`config.mk`:
```
export PLATFORM = sky130hd
export DESIGN_NAME = distributor
export DESIGN_NICKNAME = d
export VERILOG_FILES = /design/src/rtl/distributor.sv
export SDC_FILE = /design/constraint.sdc
export NUM_CORES = 1
export LEC_CHECK = 0
export CORE_UTILIZATION = 46
export DETAILED_ROUTE_END_ITERATION = 16
export PLACE_DENSITY = 0.81
export SLEW_MARGIN = 20
export SYNTH_ARGS = -nofsm -noshare
export SYNTH_HDL_FRONTEND = slang
export SYNTH_SLANG_ARGS = --single-unit
```
`constraint.sdc`:
```
create_clock -name clk -period 4.7 [get_ports clk]
set_clock_uncertainty 0.1 [all_clocks]
set_input_delay 0.47 -clock clk [delete_from_list [all_inputs] [get_ports clk]]
set_output_delay 0.47 -clock clk [all_outputs]
set_load 0.01 [all_outputs]
```
`src/rtl/distributor.sv`:
```
// Packet word to byte stream serializer: unpacks 64-bit packet words into bytes
// tagged with SOP/DATA/EOP/BADEOP, using srdy/drdy handshakes on both sides.
module distributor #(
    parameter int PFW_SZ = 64
) (
    input  logic              clk,
    input  logic              reset,
    input  logic              p_srdy,
    input  logic [PFW_SZ-1:0] p_data,
    input  logic [1:0]        p_code,
    input  logic [2:0]        p_vbytes,
    output logic              p_drdy,
    output logic              c_srdy,
    output logic [7:0]        c_data,
    output logic [1:0]        c_code,
    input  logic              c_drdy
);

    localparam logic [1:0] PCC_DATA   = 2'd0;
    localparam logic [1:0] PCC_SOP    = 2'd1;
    localparam logic [1:0] PCC_EOP    = 2'd2;
    localparam logic [1:0] PCC_BADEOP = 2'd3;

    logic [PFW_SZ-1:0] hold_data_q, hold_data_d;
    logic [1:0]        hold_code_q, hold_code_d;
    logic [2:0]        last_idx_q, last_idx_d;
    logic              word_vld_q, word_vld_d;
    logic [2:0]        idx_q, idx_d;
    logic              in_pkt_q, in_pkt_d;
    logic              first_q, first_d;

    logic              last_hit;
    logic              word_xfer;
    logic              final_word;
    logic [PFW_SZ-1:0] shifted;

    always_comb begin
        last_hit   = (idx_q == last_idx_q);
        final_word = (hold_code_q == PCC_EOP) || (hold_code_q == PCC_BADEOP);
        shifted    = hold_data_q << {idx_q, 3'b000};

        p_drdy    = !word_vld_q || (c_drdy && last_hit);
        word_xfer = p_srdy && p_drdy;

        c_srdy = word_vld_q;
        c_data = shifted[PFW_SZ-1 -: 8];
        // An end code outranks SOP so a one-byte packet is marked only as its end.
        if (last_hit && final_word)
            c_code = hold_code_q;
        else if ((idx_q == 3'd0) && first_q)
            c_code = PCC_SOP;
        else
            c_code = PCC_DATA;
    end

    always_comb begin
        hold_data_d = hold_data_q;
        hold_code_d = hold_code_q;
        last_idx_d  = last_idx_q;
        word_vld_d  = word_vld_q;
        idx_d       = idx_q;
        in_pkt_d    = in_pkt_q;
        first_d     = first_q;

        if (word_vld_q && c_drdy) begin
            if (last_hit)
                word_vld_d = 1'b0;
            else
                idx_d = idx_q + 3'd1;
        end

        // A word load overrides the final-byte retire so the stream has no bubble.
        if (word_xfer) begin
            hold_data_d = p_data;
            word_vld_d  = 1'b1;
            idx_d       = 3'd0;
            first_d     = !in_pkt_q;
            if ((p_code == PCC_DATA) || (p_code == PCC_SOP)) begin
                hold_code_d = PCC_DATA;
                last_idx_d  = 3'd7;
                in_pkt_d    = 1'b1;
            end else begin
                hold_code_d = p_code;
                last_idx_d  = (p_vbytes == 3'd0) ? 3'd7 : p_vbytes - 3'd1;
                in_pkt_d    = 1'b0;
            end
        end
    end

    always_ff @(posedge clk or posedge reset) begin
        if (reset) begin
            hold_data_q <= '0;
            hold_code_q <= PCC_DATA;
            last_idx_q  <= 3'd0;
            word_vld_q  <= 1'b0;
            idx_q       <= 3'd0;
            in_pkt_q    <= 1'b0;
            first_q     <= 1'b0;
        end else begin
            hold_data_q <= hold_data_d;
            hold_code_q <= hold_code_d;
            last_idx_q  <= last_idx_d;
            word_vld_q  <= word_vld_d;
            idx_q       <= idx_d;
            in_pkt_q    <= in_pkt_d;
            first_q     <= first_d;
        end
    end

endmodule
```
==> impl_results.md, run 1 <==
* Outcome: finished, final reports clean
* Pin count of the biggest net entering global routing at around 50
* ANT cells at 0
* Least-Margin Pin Slew at 0.909 ns
* Pleak at ~0.0019 µW
* Hold_ws at around 0.36 ns
* Synth area leader: dfrtp_1
* Max_cap viols at 0
* Count leader, synth: dfrtp_1
* Post-Synth Simple-Gate Area at around 3.6%
* Row count at 31
* Mean Syn Cell Area at 15.0 µm²
* Clock slew at reported path FFs at ~0.080 ns
* Area post-placement at around 0.0044 mm²
* Avg WL per Cell at between 15 and 20 µm
* Port Buffers at 84
* Clock latency on the worst-skew pair at 0.33 ns
* I/O Pins at 85
* VDD IR max at 421 µV
* Unrepaired setup endpoints after global routing: false
* Final #Nets at approximately 400
* Cts bufs inserted at 9
* Core ar. at ~0.0073 mm²
* DIE WIDTH at a little under 90 µm
* Via-per-instance ratio at 5.24
* Slowest stage delay, CP at about 0.7 ns
* Compound-Gate Fraction of Synth Area at approximately 3.4%
* Post-layout instance area at 0.00461 mm²
* Global route total overflow at 0
* Slew Limit Fails at 0
* CP max FO at 17
* Multiplexer area fraction after synthesis at 33.7%
* Hold_buf cts at 0
* Largest family of logic cells by synthesized area: multiplexers
* Number of iterations in the first detailed-routing pass at 4
* Fin. Hold Viols at 0
* Setup TNS at 0 ns
* Final critical-path required period at 3.43 ns
* Worst path required time at 4.13 ns
* Synth Warn # at 0
* CP Capture Type: output port
* FF+latch count, synth at 75
* Worst Hold Class: flip-flop to flip-flop
* Critical-path top delay cell: nor3_1
* Initial antenna violation count at 0
* Top post-synthesis cells by count: dfrtp_1, mux2_2, mux2_1
* Ys async rst share at between 90% and 100%
* Post-synth EDFFs at 0
* Relative slew slack at between 30 and 40%
* Post-CTS setup buffers at 0
* Endpoints failing setup at 0
* Worst path arrival time at about 2.9 ns
* Peak Freq at just under 300 MHz
* Post-synth top area share at between 50% and 60%
* H-tree levels at 3
* Post-Syn Instances at about 240
* Routability Congestion at around 0.77
* Area share of fa/ha/maj cells after synthesis at under 10%
* GRT Util Overall at just under 20%
* Area of the die at between 0.007 and 0.008 mm²
* Area grow syn2layout at 31.2%
* Primary FF master, synth: dfrtp_1
* Crit path kind: flip-flop to output port
* Starting Density at 47.9%
* Via count at roughly 2200
* Clk buf depth at 2
* Syn_nets at between 300 and 400
* Post-synthesis sequential area ratio at between 50% and 60%
* Number of global-route vias before repair at about 2300
* Synth cell types at 29
* Worst setup SP type: flip-flop
* Cell Pwr Density at about 650 mW/mm²
* Post-route DRC at 0
* Synthesized area at between 0.003 and 0.004 mm²
* Placed wire-length estimate at approximately 5.0 mm
* Final WL at around 7 mm
* Bufs and invs on worst path at 2
* Top cells by area, synth: dfrtp_1, mux2_2, mux4_2
* Crit share post-route at 73.0%
* First-pass GRT wire length at around 11 mm
* Final Total Pwr at between 2000 and 3000 µW
* DRT iter0 DRCs at 77
* CTS tree: built
* Routed Antenna Nets at 0
* Clk root buf: clkbuf_8
* Family with the most delay on the worst path: buffers and inverters
* Total clock sinks at 75
* Post-cts sizing count at 0
* Share of cells above drive strength 1 at ~29%
* Xor and xnor fraction of the mapped netlist area at less than 1%
* Critical-path cell list: buf_4, xor2_1, nor3_1, nand3_1, o21ai_0, clkdlybuf4s50_1
* Die span in y at ~89 µm
## per-layer routing
metal | vias to the layer above | global-route usage, % | part of all wire [%]
met3 | 6 | 6.37 | 5.6
met1 | 1117 | 23.0 | 42
met4 | 0 | 5.77 | 0.90
met2 | 76 | 33.5 | 51
met5 | - | 0 | 0
li1 | 1023 | - | -
## placed cells by master (no fill, tap or decap), types with 4 or more instances in the layout
master	synthesis	routed
clkbuf_8	0	9
inv_1	9	8
buf_4	4	5
nand3_1	4	4
clkdlybuf4s50_1	0	84
nand2_1	4	4
nor2_1	10	10
mux2_1	18	18
mux2_2	55	55
mux4_2	16	16
ha_1	4	4
dfrtp_1	75	75
## flip-flops by register name, summed over array words and instances (netlist names)
signal and cells:
c_srdy 1, idx_q 3, hold_data_q 64, in_pkt_q 1, first_q 1, last_idx_q 3, hold_code_q 2
## layout make-up
class,instances,area [µm²]
Clock inverter,7,68.8
Timing Repair Buffer,89,878
Clock buffer,9,124
Inverter,9,33.8
Sequential cell,75,1880
Fill cell,587,2720
Multi-Input combinational cell,136,1500
Tap cell,99,124
## cells by family after synthesis
kind of cell | Yosys count
compound gates | 14
xor+xnor | 3
fa+ha+maj | 4
buf+inv | 24
flops | 75
mux | 89
simple gates | 26
## path summary, 6_finish.rpt
| kind | startpoint | end | slack (ns) | depth (start not counted) |
|---|---|---|---|---|
| setup reg to reg | idx_q[0]$_DFFE_PP0P_ | hold_data_q[48]$_DFFE_PP0P_ | 2.11 | 5 |
| setup / recovery | idx_q[0]$_DFFE_PP0P_ | c_code[0] | 1.27 | 6 |
| max in group asynchronous | reset | hold_data_q[33]$_DFFE_PP0P_ | 2.98 | 3 |
| hold / removal | in_pkt_q$_DFFE_PP0P_ | first_q$_DFFE_PP0P_ | 0.36 | 1 |
| min in group asynchronous | reset | hold_data_q[25]$_DFFE_PP0P_ | 0.56 | 2 |
| hold reg to reg | in_pkt_q$_DFFE_PP0P_ | first_q$_DFFE_PP0P_ | 0.36 | 1 |
## report_power, final
group,switching [µW],internal [µW]
Clock,234,243
Sequential,194,970
Combinational,496,841
Total,923,2050
## metrics by stage
step / util [%] / worst slack (ns) / instances
2_1_floorplan: - / 2.22 / 235
3_3_place_gp: 60.2 / 1.75 / 408
3_5_place_dp: 60.2 / 1.65 / 408
4_1_cts: 62.9 / 1.27 / 424
5_1_grt: 62.9 / 1.06 / 424
6_report: 62.9 / 1.27 / 424
Note: power is estimated with default switching activity, not from simulation.
==> inputs of run 2 (changes only) <==
--- a/config.mk
+++ b/config.mk
@@ -5,9 +5,9 @@
 export SDC_FILE = /design/constraint.sdc
 export NUM_CORES = 1
 export LEC_CHECK = 0
-export CORE_UTILIZATION = 46
+export CORE_UTILIZATION = 45
 export DETAILED_ROUTE_END_ITERATION = 16
-export PLACE_DENSITY = 0.81
+export PLACE_DENSITY = 0.83
 export SLEW_MARGIN = 20
 export SYNTH_ARGS = -nofsm -noshare
 export SYNTH_HDL_FRONTEND = slang
==> constraint.sdc (replaced) <==
create_clock -name clk -period 2.8 [get_ports clk]
set_clock_uncertainty 0.1 [all_clocks]
set_input_delay 0.28 -clock clk [delete_from_list [all_inputs] [get_ports clk]]
set_output_delay 0.28 -clock clk [all_outputs]
set_load 0.01 [all_outputs]
==> impl_results.md, run 2 (synthesis results as in run 1) <==
* GR Util met2 at 33.0% (was 33.5%)
* Final critical-path required period at around 2.7 ns
* VDD IR max at 511 µV (was 421 µV)
* Post-layout instance area at 0.00466 mm² (was 0.00461 mm²)
* Final Non-Filler Cells at 429 (was 424)
* DRT iter0 DRCs at 67 (was 77)
* DIE WIDTH at 90.4 µm (was 89.4 µm)
* GRT Util Overall at 18.8% (was 19.3%)
* Unrepaired setup endpoints after global routing: false (unchanged)
* CTS tree: built (unchanged)
* Family with the most delay on the worst path: multiplexers (was buffers and inverters)
* Post-route DRC at 0 (unchanged)
* Clk root buf: clkbuf_8 (unchanged)
* Critical-path cell list: buf_4, mux4_2, mux2_2, clkdlybuf4s50_1 (was buf_4, xor2_1, nor3_1, nand3_1, o21ai_0, clkdlybuf4s50_1)
* Cell Pwr Density at 1080 mW/mm² (was 646 mW/mm²)
* DP Cell Count at 413 (was 408)
* Worst Hold Class: input port to asynchronous set/reset pin (was flip-flop to flip-flop)
* Bufs and invs on worst path at 2 (unchanged)
* Slew Limit Fails at 0 (unchanged)
* Post-CTS setup buffers at 0 (unchanged)
* Clock latency on the worst-skew pair at 0.34 ns (was 0.33 ns)
* Starting Density at 47.4% (was 47.9%)
* Largest register FFs at 64 (unchanged)
* CP max FO at 8 (was 17)
* Area grow syn2layout at 32.6% (was 31.2%)
* Pleak at 0.00194 µW (was 0.00192 µW)
* ANT cells at 0 (unchanged)
* Total clock sinks at 75 (unchanged)
* Commonest cells after routing, fill and taps aside: clkdlybuf4s50_1, dfrtp_1, mux2_2, mux2_1, mux4_2 (unchanged)
* Met3 usage at 5.64% (was 6.37%)
* Pin count of the biggest net entering global routing at 53 (was 49)
* Relative slew slack at 57.7% (was 39.3%)
* Most common cell after layout, fill and taps aside: clkdlybuf4s50_1 (unchanged)
* Final WL at 7.10 mm (was 6.98 mm)
* Regs by FF count: hold_data_q (64), idx_q (3), last_idx_q (3) (unchanged)
* First-pass GRT wire length at 11.7 mm (was 11.1 mm)
* Fin. Hold Viols at 0 (unchanged)
* Setup TNS at 0 ns (unchanged)
* Endpoints failing setup at 0 (unchanged)
* Grt met1 use at 22.5% (was 23.0%)
* Outcome: finished, final reports clean (unchanged)
* Routed Antenna Nets at 0 (unchanged)
* Avg WL per Cell at 16.6 µm (was 16.5 µm)
* Crit share post-route at a little over nine tenths
* Largest Register: hold_data_q (unchanged)
* Global route total overflow at 0 (unchanged)
* Final Total Pwr at 5010 µW (was 2980 µW)
* Clock slew at reported path FFs at 0.08 ns (about the same)
* Worst setup SP type: flip-flop (unchanged)
* Die span in y at 90.4 µm (was 89.4 µm)
* CP Capture Type: output port (unchanged)
* Max_cap viols at 0 (unchanged)
* H-tree levels at 3 (unchanged)
* Peak Freq at between 300 and 400 MHz
* Crit path kind: flip-flop to output port (unchanged)
* I/O Pins at 85 (unchanged)
* Clk buf depth at 2 (unchanged)
* Final #Nets at 402 (was 397)
* Hold_ws at 0.239 ns (was 0.358 ns)
* Port Buffers at 84 (unchanged)
* Via-per-instance ratio at 5.23 (was 5.24)
* Post-cts sizing count at 0 (unchanged)
* Share of cells above drive strength 1 at 30.0% (was 29.2%)
* Hold_buf cts at 0 (unchanged)
* Placed wire-length estimate at 5.27 mm (was 5.00 mm)
* Critical-path top delay cell: mux4_2 (was nor3_1)
* Number of iterations in the first detailed-routing pass at 4 (unchanged)
* Routability Congestion at 0.737 (was 0.772)
* Area post-placement at 0.00448 mm² (was 0.00442 mm²)
* Slowest stage delay, CP at 0.54 ns (was 0.72 ns)
* Most Crowded Layer GR: met2 (unchanged)
* Least-Margin Pin Slew at 0.633 ns (was 0.909 ns)
* Number of global-route vias before repair at 2355 (was 2340)
* Worst path required time at 2.42 ns (was 4.13 ns)
* Initial antenna violation count at 0 (unchanged)
* Via count at 2243 (was 2222)
* Row count at 31 (unchanged)
* Worst path arrival time at 2.29 ns (was 2.86 ns)
* Cts bufs inserted at 9 (unchanged)
* Area of the die at 0.00816 mm² (was 0.00799 mm²)
* Core ar. at 0.00741 mm² (was 0.00733 mm²)
## run 2: metal layers
| metal | wire [µm] | vias up |
|---|---|---|
| li1 | - | 1036 |
| met1 | 2980 | 1129 |
| met2 | 3700 | 68 |
| met3 | 339 | 10 |
| met4 | 95 | 0 |
| met5 | 0 | - |
## run 2: final cells by class
type / count / area, µm²
Clock buffer: 12 / 155
Clock inverter: 4 / 25.0
Fill cell: 554 / 2750
Inverter: 9 / 33.8
Multi-Input combinational cell: 136 / 1500
Sequential cell: 75 / 1880
Tap cell: 99 / 124
Timing Repair Buffer: 94 / 941
## run 2: stage by stage
step                util [%]  setup WS (ns)
detailed placement      60.5          0.429
CTS                     62.9         0.0979
global route            62.9         0.0394
floorplan                  -          0.510
global placement        60.5          0.507
finish                  62.9          0.132
## run 2: worst paths after layout
kind / startpoint / endpoint / slack (ns) / cells past startpoint
worst max register to register: idx_q[1]$_DFFE_PP0P_ / hold_data_q[47]$_DFFE_PP0P_ / 0.74 / 4
min in group clk: in_pkt_q$_DFFE_PP0P_ / first_q$_DFFE_PP0P_ / 0.35 / 1
worst max-delay path: idx_q[0]$_DFFE_PP0P_ / c_data[0] / 0.13 / 4
worst min-delay path: reset / hold_data_q[19]$_DFFE_PP0P_ / 0.24 / 2
max in group asynchronous: reset / hold_data_q[6]$_DFFE_PP0P_ / 1.59 / 3
worst min register to register: in_pkt_q$_DFFE_PP0P_ / first_q$_DFFE_PP0P_ / 0.35 / 1
## run 2: report_power, final
group          internal [µW]  switching, µW
clock network            367            384
registers               1630            307
logic                   1460            859
total                   3460           1550
==> inputs of run 3 (changes only) <==
--- a/config.mk
+++ b/config.mk
@@ -5,9 +5,11 @@
 export SDC_FILE = /design/constraint.sdc
 export NUM_CORES = 1
 export LEC_CHECK = 0
-export CORE_UTILIZATION = 45
+export CELL_PAD_IN_SITES_DETAIL_PLACEMENT = 0
+export CELL_PAD_IN_SITES_GLOBAL_PLACEMENT = 1
+export CORE_UTILIZATION = 36
 export DETAILED_ROUTE_END_ITERATION = 16
-export PLACE_DENSITY = 0.83
+export PLACE_DENSITY = 0.81
 export SLEW_MARGIN = 20
 export SYNTH_ARGS = -nofsm -noshare
 export SYNTH_HDL_FRONTEND = slang
==> constraint.sdc (replaced) <==
create_clock -name clk -period 2.2 [get_ports clk]
set_clock_uncertainty 0.1 [all_clocks]
set_input_delay 0.22 -clock clk [delete_from_list [all_inputs] [get_ports clk]]
set_output_delay 0.22 -clock clk [all_outputs]
set_load 0.01 [all_outputs]
==> impl_results.md, run 3 (synthesis results as in run 1) <==
* Largest Register: hold_data_q (unchanged)
* Regs by FF count: hold_data_q (64), idx_q (3), last_idx_q (3) (unchanged)
* Critical-path top delay cell: mux4_2 (unchanged)
* Final core occ at 57.1% (was 62.9%)
* Filler instances at 771 (was 554)
* Unrepaired setup endpoints after global routing: true (was false)
* Fin. Hold Viols at 0 (unchanged)
* Number of global-route vias before repair at 2558 (was 2355)
* Most frequent CP cell: buf_6
* First-pass GRT wire length at 12.9 mm (was 11.7 mm)
* Cell Pwr Density at 1450 mW/mm² (was 1080 mW/mm²)
* Outcome: finished, violations left (was finished, final reports clean)
* Pin count of the biggest net entering global routing at 41 (was 53)
* Final #Nets at 438 (was 402)
* Most common cell after layout, fill and taps aside: dfrtp_1 (was clkdlybuf4s50_1)
* CP max FO at 6 (was 8)
* Area grow syn2layout at 51.6% (was 32.6%)
* Core ar. at 0.00933 mm² (was 0.00741 mm²)
* Routed Antenna Nets at 0 (unchanged)
* Area post-placement at 0.00463 mm² (was 0.00448 mm²)
* Worst r2r dst: hold_data_q[7]$_DFFE_PP0P_ (was hold_data_q[47]$_DFFE_PP0P_)
* Setup ws final at -0.0885 ns (was 0.132 ns)
* Critical-path cell list: buf_6, buf_6, buf_6, mux4_2, mux2_4, buf_6 (was buf_4, mux4_2, mux2_2, clkdlybuf4s50_1)
* Via count at 2429 (was 2243)
* ANT cells at 0 (unchanged)
* Crit share post-route at 104%
* Worst path arrival time at 1.97 ns (was 2.29 ns)
* Post-layout instance area at 0.00533 mm² (was 0.00466 mm²)
* Routability Congestion at 0.797 (was 0.737)
* Clk buf depth at 2 (unchanged)
* Placed wire-length estimate at 5.57 mm (was 5.27 mm)
* Worst Setup SP: idx_q[0]$_DFFE_PP0P_ (unchanged)
* Relative slew slack at 66.4% (was 57.7%)
* Worst setup SP type: flip-flop (unchanged)
* Largest register FFs at 64 (unchanged)
* DIE WIDTH at 101 µm (was 90.4 µm)
* Final Non-Filler Cells at 495 (was 429)
* VDD IR max at 825 µV (was 511 µV)
* Peak Freq at 437 MHz
* R2R Setup Slk at -0.01 ns (was 0.74 ns)
* Port Buffers at 84 (unchanged)
* Total clock sinks at 75 (unchanged)
* Global route total overflow at 0 (unchanged)
* Final WL at 8.82 mm (was 7.10 mm)
* Via-per-instance ratio at 4.91 (was 5.23)
* Clock latency on the worst-skew pair at 0.34 ns (about the same)
* CTS tree: built (unchanged)
* Violated checks: negative setup slack
* DP Cell Count at 456 (was 413)
* Clock slew at reported path FFs at 0.08 ns (about the same)
* Post-route DRC at 0 (unchanged)
* Worst Setup EP: c_data[0] (unchanged)
* Cells on worst reg2reg path at 8 (was 4)
* Row count at 35 (was 31)
* Cts bufs inserted at 9 (unchanged)
* Number of iterations in the first detailed-routing pass at 4 (unchanged)
* H-tree levels at 3 (unchanged)
* Pleak at 0.00233 µW (was 0.00194 µW)
* Max_cap viols at 0 (unchanged)
* Starting Density at 37.7% (was 47.4%)
* Endpoints failing setup at 11 (was 0)
* Least-Margin Pin Slew at 0.503 ns (was 0.633 ns)
* Avg WL per Cell at 17.8 µm (was 16.6 µm)
* I/O Pins at 85 (unchanged)
* Worst path required time at 1.88 ns (was 2.42 ns)
* Crit path kind: flip-flop to output port (unchanged)
* Initial antenna violation count at 0 (unchanged)
* Area of the die at 0.0102 mm² (was 0.00816 mm²)
* Final critical-path required period at between 2 and 2.5 ns
* Worst Hold Class: input port to asynchronous set/reset pin (unchanged)
* Share of cells above drive strength 1 at 41.5% (was 30.0%)
* GRT Util Overall at 17.1% (was 18.8%)
* Clk root buf: clkbuf_8 (unchanged)
* Commonest cells after routing, fill and taps aside: dfrtp_1, clkdlybuf4s50_1, mux2_4, mux2_2, buf_4 (was clkdlybuf4s50_1, dfrtp_1, mux2_2, mux2_1, mux4_2)
* Slew Limit Fails at 0 (unchanged)
* Reg-to-Reg Start: idx_q[1]$_DFFE_PP0P_ (unchanged)
* CP Capture Type: output port (unchanged)
* Slowest stage delay, CP at 0.48 ns (was 0.54 ns)
* Die span in y at 101 µm (was 90.4 µm)
* DRT iter0 DRCs at 51 (was 67)
## run 3: worst min path at each step
| stage | from | end | cells after the start |
|---|---|---|---|
| floorplan | p_code[1] | in_pkt_q$_DFFE_PP0P_ | 1 |
| global placement | in_pkt_q$_DFFE_PP0P_ | first_q$_DFFE_PP0P_ | 1 |
| detailed placement | in_pkt_q$_DFFE_PP0P_ | first_q$_DFFE_PP0P_ | 1 |
| CTS | reset | hold_code_q[0]$_DFFE_PP0P_ | 2 |
| global route | reset | hold_data_q[27]$_DFFE_PP0P_ | 2 |
| finish | reset | hold_data_q[27]$_DFFE_PP0P_ | 2 |
## run 3: critical path, delay by kind of cell, from the launching register on
family | cells | cell delay [ns]
DFF | 1 | 0.39
buffers and inverters | 4 | 0.45
muxes | 2 | 0.77
## run 3: stage by stage
stage          hold slack (ns)  setup slack (ns)  total power, µW  TNS, ns
2_1_floorplan            0.205             0.159             4450        0
3_3_place_gp             0.330            0.0176             5570        0
3_5_place_dp             0.341           -0.0373             5660   -0.460
4_1_cts                  0.166            -0.111             7080    -1.24
5_1_grt                  0.188            -0.153             8200    -1.55
6_report                 0.154           -0.0885             7720   -0.409
## run 3: area by class of cell
class	count	area, µm²	area share, %
flip-flops and latches	75	1880	35.2
multi-input cells	136	1660	31.2
repair buffers	130	1370	25.8
well taps	129	161	3.03
clock buffers	9	124	2.33
clock inverters	7	91.3	1.71
inverters	9	37.5	0.705
## run 3: report_power, final
group / leakage (µW) / switching [µW] / internal [µW]
sequential: 0.000892 / 378 / 2070
clock: 0.000109 / 521 / 636
combinational: 0.00133 / 1470 / 2630
total: 0.00233 / 2370 / 5350
## run 3: layer usage
layer | GRT usage [%] | vias up | wire (µm)
li1 | - | 1107 | -
met5 | 0 | - | 0
met2 | 29.8 | 70 | 4520
met4 | 3.68 | 0 | 80
met1 | 21.2 | 1242 | 3780
met3 | 4.65 | 10 | 443
## run 3: what timing repair did
action / CTS / global route
setup endpoints to repair: 27 / 74
gates resized for setup: 49 / 55
hold buffers: 0 / 0
buffers inserted: 13 / 5
cloned: 1 / 7
pin swaps: 2 / 2
==> variant, RTL diff (settings of run 3) <==
The parameter `PFW_SZ` goes from 64 to 128.
--- a/src/rtl/distributor.sv
+++ b/src/rtl/distributor.sv
@@ -1,7 +1,7 @@
 // Packet word to byte stream serializer: unpacks 64-bit packet words into bytes
 // tagged with SOP/DATA/EOP/BADEOP, using srdy/drdy handshakes on both sides.
 module distributor #(
-    parameter int PFW_SZ = 64
+    parameter int PFW_SZ = 128
 ) (
     input  logic              clk,
     input  logic              reset,
Ports: changed (resized p_data); port bits go from 85 to 149. The function was not compared with the original's and may differ.
==> variant against run 3 <==
The flow still finishes with violations (setup timing). Sequential cell count is the same. Worst hold slack gained 0.095 ns. Total power shrank 6.3%. Routed wire length shrank 9.0%. Worst setup slack gained 0.069 ns. Synthesized area is essentially flat. Cell area shrank 3.5%. Count of clock-buffer cells in the layout grew 3.
==> variant: results (changes against run 3) <==
DRT iter0 DRCs 53 (was 51); Via-to-Cell Ratio 4.83 (was 4.91); data arrival time of the critical path 2.34 ns (was 1.97 ns); setup TNS -0.130 ns (was -0.409 ns); Reg clk slew, reported paths 0.08 ns (about the same); outcome finished, violations left (unchanged); Synth area leaders dfrtp_1 53%, mux2_2 18%, mux4_2 10% (unchanged); CTS Root Buffer Type clkbuf_8 (unchanged); worst-path fanout max 9 (was 6); Worst Max-Slew Pin Slew 0.412 ns (was 0.503 ns); final worst-path setup slack -0.0191 ns (was -0.0885 ns); final wirelength 8020 µm (was 8820 µm); HPWL after detailed placement 5430 µm (was 5570 µm); first-pass GRT wire length 12400 µm (was 12900 µm); synth unique cells 28 (was 29); GR Util All Layers 16.3% (was 17.1%); GPL Wtd Cong 0.729 (was 0.797); VDD IR max 666 µV (was 825 µV); share of layout cells above drive strength 1 40.0% (was 41.5%); Seq/Total Area, Yosys 53.4% (about the same); Place WS -0.0497 ns (was -0.0373 ns); DRT Pass-1 Iters 4 (unchanged); Internal 5.02 mW (was 5.35 mW); failing checks setup timing (unchanged); largest net degree at the start of global routing 76 (was 41); Ant. Diodes 0 (unchanged); fillers 806 (was 771); Layout Cells excl Fill 484 (was 495); vias in the first global route 2485 (was 2558); Placed Cells 454 (was 456); Synth top cells by count 75 x dfrtp_1, 55 x mux2_2, 18 x mux2_1, 16 x mux4_2, 10 x nor2_1 (unchanged); Setup violations, final 14 (was 11); placed inst area 4670 µm² (was 4630 µm²); asr flop ratio synth 100% (unchanged); layout net count 492 (was 438); Final Util 54.8% (was 57.1%); Static Leakage 2.21 nW (was 2.33 nW); syn avg cell area 15.0 µm² (about the same); Net Count, Synth 376 (was 312)
==> variant: cell types whose count changed in the layout (fill, tap and decap cells not counted), moves of 3 or more <==
| cell | delta |
|---|---|
| buf_12 | +6 |
| buf_4 | -8 |
| buf_6 | -3 |
| buf_8 | -4 |
| mux2_1 | -3 |
| mux2_2 | +18 |
| mux2_4 | -15 |
==> variant: logic make-up (layout without fill, tap and decap cells) <==
| group | count (synthesis) | after routing | share of synthesized area [%] |
|---|---|---|---|
| mux | 89 | 89 | 33.6 |
| flops | 75 | 75 | 53.4 |
| simple gates | 26 | 26 | 3.59 |
| buf+inv | 24 | 144 | 3.84 |
| compound gates | 14 | 14 | 3.38 |
| fa+ha+maj | 4 | 4 | 1.42 |
| xor+xnor | 3 | 3 | 0.747 |
==> variant: worst paths after layout <==
check / from / endpoint / slack [ns] / cells after the start
setup / recovery: idx_q[0]$_DFFE_PP0P_ / hold_data_q[107]$_DFFE_PP0P_ / -0.02 / 7
hold / removal: reset / hold_data_q[90]$_DFFE_PP0P_ / 0.25 / 3
setup reg to reg: idx_q[0]$_DFFE_PP0P_ / hold_data_q[107]$_DFFE_PP0P_ / -0.02 / 7
hold reg to reg: in_pkt_q$_DFFE_PP0P_ / first_q$_DFFE_PP0P_ / 0.35 / 1
max in group asynchronous: reset / hold_data_q[97]$_DFFE_PP0P_ / 1.43 / 3
min in group clk: in_pkt_q$_DFFE_PP0P_ / first_q$_DFFE_PP0P_ / 0.35 / 1
==> variant: what timing repair did <==
action                                  CTS  global route
endpoints found under the setup margin   72            72
resized for setup                        58            24
buffers inserted                         10             1
hold buffers                              0             0
cloned                                    0             4
pin swaps                                 2             2
==> variant: power by group through the flow <==
stage / combinational (mW) / sequential, mW / clock, mW
3_3_place_gp: 3.24 / 2.41 / 0
3_5_place_dp: 3.31 / 2.45 / 0
2_1_floorplan: 2.13 / 2.32 / 0
4_1_cts: 3.61 / 2.42 / 0.944
5_1_grt: 4.20 / 2.51 / 1.01
6_report: 3.91 / 2.42 / 0.903
==> variant: per-layer routing <==
metal	wire length (µm)	global-route usage, %
met1	3630	20.3
met2	3800	26.5
met3	458	4.99
met4	132	6.35
met5	0	0
==> variant: cell type report <==
type                       count  share of cell area (%)
timing repair buffer         120                    25.8
sequential                    75                    36.5
clock buffer                  12                    2.82
tap                          129                    3.14
clock inverter                 3                   0.292
inverter                       9                   0.730
multi-input combinational    136                    30.7
==> variant: critical path: stages (launching register included) <==
cell,delay (ns)
dfrtp_1,0.41
buf_12,0.15
xor2_1,0.17
buf_4,0.15
o41ai_4,0.39
buf_6,0.21
clkbuf_16,0.18
mux2_2,0.33
